==> config.mk <==
export PLATFORM = sky130hd
export DESIGN_NAME = regfile_scan_ctrl
export DESIGN_NICKNAME = d
export VERILOG_FILES = /design/src/rtl/regfile_scan_ctrl_pkg.sv /design/src/rtl/regfile_scan_ctrl.sv
export SDC_FILE = /design/constraint.sdc
export NUM_CORES = 1
export LEC_CHECK = 0
export ABC_CLOCK_PERIOD_IN_PS = 2300
export CAP_MARGIN = 40
export CELL_PAD_IN_SITES_DETAIL_PLACEMENT = 0
export CELL_PAD_IN_SITES_GLOBAL_PLACEMENT = 2
export CORE_MARGIN = 3
export CORE_UTILIZATION = 21
export CTS_CLUSTER_DIAMETER = 50
export DETAILED_ROUTE_END_ITERATION = 12
export PLACE_DENSITY = 0.74
export SKIP_CTS_REPAIR_TIMING = 1
export SYNTH_ARGS = -nofsm -noshare
export SYNTH_HDL_FRONTEND = slang
export SYNTH_SLANG_ARGS = --single-unit
==> constraint.sdc <==
create_clock -name clock -period 2.3 [get_ports clock]
set_clock_uncertainty 0.2 [all_clocks]
set_input_delay 0.575 -clock clock [delete_from_list [all_inputs] [get_ports clock]]
set_output_delay 0.575 -clock clock [all_outputs]
set_load 0.01 [all_outputs]
==> src/rtl/regfile_scan_ctrl_pkg.sv <==
// Shared constants for the register-file scan controller: register count,
// stall timeout and the FSM state encoding.
package regfile_scan_ctrl_pkg;

    localparam int         REG_COUNT     = 32;
    localparam logic [7:0] STALL_TIMEOUT = 8'd255;
    localparam logic [4:0] LAST_INDEX    = 5'd31;

    // State encoding kept as plain constants so legacy tools can read it.
    typedef logic [2:0] state_t;

    localparam state_t ST_IDLE    = 3'd0;
    localparam state_t ST_STALL   = 3'd1;
    localparam state_t ST_SETTLE  = 3'd2;
    localparam state_t ST_RD_ADDR = 3'd3;
    localparam state_t ST_RD_WAIT = 3'd4;
    localparam state_t ST_OUT     = 3'd5;
    localparam state_t ST_WR      = 3'd6;
    localparam state_t ST_RELEASE = 3'd7;

    // Dump walks r0..r31; load skips r0 because r0 is hard-wired.
    function automatic logic [4:0] first_index(input logic load_mode);
        return load_mode ? 5'd1 : 5'd0;
    endfunction

endpackage

==> src/rtl/regfile_scan_ctrl.sv <==
// Register-file scan controller: freezes the processor, takes over the
// regfile test path, and either streams r0..r31 out or loads r1..r31 in.
module regfile_scan_ctrl
    import regfile_scan_ctrl_pkg::*;
(
    input  logic        clock,
    input  logic        reset,
    input  logic        start,
    input  logic        mode,
    output logic        proc_stall,
    input  logic        proc_idle,
    output logic        test,
    output logic        t_ctrl_writeEnable,
    output logic [4:0]  t_ctrl_writeReg,
    output logic [4:0]  t_ctrl_readRegA,
    output logic [4:0]  t_ctrl_readRegB,
    output logic [31:0] t_data_writeReg,
    input  logic [31:0] t_data_readRegA,
    output logic        out_valid,
    input  logic        out_ready,
    output logic [31:0] out_data,
    input  logic        in_valid,
    output logic        in_ready,
    input  logic [31:0] in_data,
    output logic        busy,
    output logic        done,
    output logic        error
);

    state_t      state;
    logic [4:0]  index;
    logic [7:0]  tcnt;
    logic        load_mode;
    logic        write_fire;

    // A write happens only in the cycle the load handshake completes in WR.
    always_comb begin
        write_fire = 1'b0;
        if ((state == ST_WR) && in_ready && in_valid) begin
            write_fire = 1'b1;
        end else begin
            write_fire = 1'b0;
        end
    end

    // Write-path outputs are gated so they read zero whenever no write fires.
    always_comb begin
        t_ctrl_writeEnable = 1'b0;
        t_ctrl_writeReg    = 5'd0;
        t_data_writeReg    = 32'd0;
        if (write_fire) begin
            t_ctrl_writeEnable = 1'b1;
            t_ctrl_writeReg    = index;
            t_data_writeReg    = in_data;
        end else begin
            t_ctrl_writeEnable = 1'b0;
            t_ctrl_writeReg    = 5'd0;
            t_data_writeReg    = 32'd0;
        end
    end

    assign t_ctrl_readRegB = 5'd0;

    // Main scan FSM with registered handshake, status and regfile-index outputs.
    always_ff @(posedge clock or posedge reset) begin
        if (reset) begin
            state           <= ST_IDLE;
            index           <= 5'd0;
            tcnt            <= 8'd0;
            load_mode       <= 1'b0;
            proc_stall      <= 1'b0;
            test            <= 1'b0;
            busy            <= 1'b0;
            done            <= 1'b0;
            error           <= 1'b0;
            out_valid       <= 1'b0;
            out_data        <= 32'd0;
            in_ready        <= 1'b0;
            t_ctrl_readRegA <= 5'd0;
        end else begin
            done  <= 1'b0;
            error <= 1'b0;
            case (state)
                ST_IDLE: begin
                    if (start) begin
                        state      <= ST_STALL;
                        load_mode  <= mode;
                        index      <= first_index(mode);
                        tcnt       <= 8'd0;
                        proc_stall <= 1'b1;
                        busy       <= 1'b1;
                    end
                end
                ST_STALL: begin
                    if (proc_idle) begin
                        state <= ST_SETTLE;
                        test  <= 1'b1;
                    end else if (tcnt == STALL_TIMEOUT) begin
                        // Processor never froze: abort without touching the regfile.
                        state <= ST_RELEASE;
                        done  <= 1'b1;
                        error <= 1'b1;
                    end else begin
                        tcnt <= tcnt + 8'd1;
                    end
                end
                ST_SETTLE: begin
                    // One quiet cycle lets the port muxes switch before any access.
                    if (load_mode) begin
                        state    <= ST_WR;
                        in_ready <= 1'b1;
                    end else begin
                        state           <= ST_RD_ADDR;
                        t_ctrl_readRegA <= index;
                    end
                end
                ST_RD_ADDR: begin
                    state <= ST_RD_WAIT;
                end
                ST_RD_WAIT: begin
                    out_data  <= t_data_readRegA;
                    out_valid <= 1'b1;
                    state     <= ST_OUT;
                end
                ST_OUT: begin
                    if (out_ready) begin
                        out_valid <= 1'b0;
                        if (index == LAST_INDEX) begin
                            state <= ST_RELEASE;
                            done  <= 1'b1;
                        end else begin
                            index           <= index + 5'd1;
                            t_ctrl_readRegA <= index + 5'd1;
                            state           <= ST_RD_ADDR;
                        end
                    end
                end
                ST_WR: begin
                    if (in_valid) begin
                        if (index == LAST_INDEX) begin
                            state    <= ST_RELEASE;
                            in_ready <= 1'b0;
                            done     <= 1'b1;
                        end else begin
                            index <= index + 5'd1;
                        end
                    end
                end
                ST_RELEASE: begin
                    state      <= ST_IDLE;
                    proc_stall <= 1'b0;
                    test       <= 1'b0;
                    busy       <= 1'b0;
                end
                default: begin
                    state      <= ST_IDLE;
                    proc_stall <= 1'b0;
                    test       <= 1'b0;
                    busy       <= 1'b0;
                    out_valid  <= 1'b0;
                    in_ready   <= 1'b0;
                end
            endcase
        end
    end

endmodule

==> metrics <==
Layout fillers 1461; Async SR Flop Fraction 1.00; WP data required 1520 ps; first-pass GRT wire length 13.9 mm; met3 wire length 620 um; Avg Cell Area, Syn 10.9 um2; startpoint types flip-flop; row count 44; crit path DAT 1630 ps; RSZ-0062 raised after global routing yes; Placer Congestion 0.742; DR iter-0 viols 156; worst hold slack 275 ps; initial antenna violation count 0; PwrDens 1100 mW/mm2; Reg2Reg Depth 9; largest net degree at the start of global routing 39; status finished with violations; warnings from Yosys 0; DP Worst Slack -781 ps; Crit. Startpoint state[0]; worst skew pair latency 320 ps; Max-Cap Viols 0; Slew @ Worst Pin 602 ps; Sink Count 60; post-synthesis cell type count 54; Syn-to-layout area delta 69.0%; Worst R2R Start index[0]; Clock Power Share 0.250; #FFs+latches synth 60; Total Power 5.86 mW; Die X 129 um; DRT antenna net count 0; Slew Viols, Final 0; IO Pins 158; sw power 1.89 mW; # setup viols final 37; R2R Path End index[0]; DR top layer met4; Initial Utilization 0.216; Met2 Wirelength 4.98 mm; Sw Ratio 0.322; wirelength, routed 9.61 mm; Post-synth EDFFs 0; DRC errors left 0; Reg clk slew, reported paths 60 ps; Hold Crit Class flip-flop to flip-flop; fmax 417 MHz; via/cell ratio 4.39; GR Overflow Total 0; Chip Height 129 um; CTS tree done; failing checks negative setup slack; via count 2863; r2r setup slk 160 ps; Synth Cell Area 0.00316 mm2; Avg WL per Cell 14.7 um; ys flop type dfrtp_1; number of global-route vias before repair 2779; sequential area share after synthesis 0.475; wl on met1 3.87 mm; die area 0.0166 mm2; CP Capture Point t_data_writeReg[28]; total global-route track usage 0.106; CP max FO 6; final net count 538; 1st-pass router iterations 4; Num CTS Buffers 9; htree depth 3; Reg power frac 0.290; Static Leakage 2.35 nW; Comb power frac 0.461; diode count 0; Core Footprint 0.0146 mm2; Max Root-Sink Buffers 2; VDD IR max 421 uV; share of cells above drive strength 1 0.310; Gate Count Post-Synth 291; final period utilization 1.04; Worst slew margin 0.593; crit path setup slack, layout -101 ps; Pint 3.97 mW; Root Buffer clkbuf_16; Buffers on Ports 152; Critical Path End Type output pin; WS Path Type flip-flop to output pin; Fin. Hold Viols 0; final period demand of the worst path 2400 ps; HPWL after DPL 6.82 mm
-- registers in the layout, indices dropped and copies added (netlist names) --
register / cells
out_valid: 1
test: 1
state: 3
done: 1
in_ready: 1
out_data: 32
tcnt: 8
load_mode: 1
t_ctrl_readRegA: 5
busy: 1
index: 5
error: 1
-- stage by stage --
| stage | std cells | TNS [ps] | utilization | cell area (um2) |
|---|---|---|---|---|
| after detailed placement | 630 | -28900 | 0.339 | 4970 |
| after CTS | 646 | -28770 | 0.362 | 5300 |
| after global routing | 652 | -5160 | 0.365 | 5350 |
| final | 652 | -2820 | 0.365 | 5350 |
| after global placement | 630 | -28300 | 0.339 | 4970 |
| after floorplan | 295 | 0 | - | 3180 |
-- critical path: stages, from the launching register on --
cell and delay, ps:
dfrtp_1 380, and3b_1 240, and3_4 280, clkbuf_16 170, and2_1 110, buf_2 120
-- how the worst min path moves through the flow --
stage                             from  slack (ps)  cells after the start                 end
floorplan                      tcnt[0]         270                      1             tcnt[0]
CTS                 t_ctrl_readRegA[1]         290                      2  t_ctrl_readRegA[1]
global placement    t_ctrl_readRegA[2]         270                      2  t_ctrl_readRegA[2]
finish              t_ctrl_readRegA[1]         280                      2  t_ctrl_readRegA[1]
detailed placement  t_ctrl_readRegA[1]         270                      2  t_ctrl_readRegA[1]
global route        t_ctrl_readRegA[1]         310                      2  t_ctrl_readRegA[1]
-- Yosys cell counts (all sizes together), types with 2 or more instances --
cell type,instances,area share
mux2i,3,0.0095
buf,18,0.039
a22o,4,0.011
o31ai,2,0.0047
nor2b,3,0.0059
o21ai,20,0.033
o22ai,2,0.0059
nor4b,2,0.0095
and2b,2,0.0059
inv,5,0.0059
a21oi,8,0.013
nor3,2,0.0032
nand3b,2,0.0047
or2,2,0.0040
and2,38,0.075
o21a,3,0.0071
nor2,9,0.011
ha,4,0.016
or3,3,0.0075
o211ai,4,0.011
nand3,5,0.0079
a31oi,6,0.017
a21o,2,0.0047
xnor2,2,0.0055
and3b,3,0.0083
nand2b,2,0.0040
clkbuf,3,0.0036
and3,5,0.0099
dfrtp,60,0.47
mux2,32,0.11
a211oi,2,0.0087
nand2,21,0.025
-- cell families after synthesis --
family,synth area share
adder cells (fa/ha/maj),0.0158
other,0.00119
AO/OA/AOI/OAI,0.133
multiplexers,0.123
AND/OR/NAND/NOR,0.195
flip-flops,0.475
buffers and inverters,0.0487
XOR/XNOR,0.00831
-- cell usage in the layout, fill, tap and decap left out, types with 3 or more instances in the layout --
master           instances
buf_6                   19
and3b_1                  3
mux2_2                  32
a21oi_1                  8
inv_1                    4
nand3_1                  5
buf_2                   21
o21ai_0                 18
o211ai_1                 3
ha_1                     4
dfrtp_1                 60
and2_1                  22
clkbuf_16               11
nand2_1                 21
buf_4                   19
clkdlybuf4s50_1        113
clkinvlp_4               3
a22o_1                   4
and2_4                  16
mux2i_1                  3
a31oi_1                  5
nor2_1                   9
and3_1                   4
o21a_1                   3
nor2b_1                  3
conb_1                   5
-- cell type report --
type	count	area, um2	area share
timing repair buffer	178	1700	0.318
multi-input combinational	209	1570	0.293
sequential	60	1500	0.281
clock buffer	10	239	0.0447
tap	184	230	0.0431
clock inverter	6	87.6	0.0164
inverter	5	18.8	0.00351
-- power groups by stage --
stage / Clock, mW / Sequential [mW] / Combinational, mW
CTS: 1.52 / 1.70 / 2.69
floorplan: 0 / 1.86 / 1.30
global route: 1.56 / 1.76 / 2.93
finish: 1.46 / 1.70 / 2.70
detailed placement: 0 / 1.72 / 2.68
global placement: 0 / 1.70 / 2.66
-- routing by layer --
metal,vias up,global-route usage
met5,-,0
met4,0,0.0346
met3,11,0.0307
met2,101,0.188
met1,1383,0.122
li1,1368,-
Note: power is estimated with default switching activity, not from simulation.
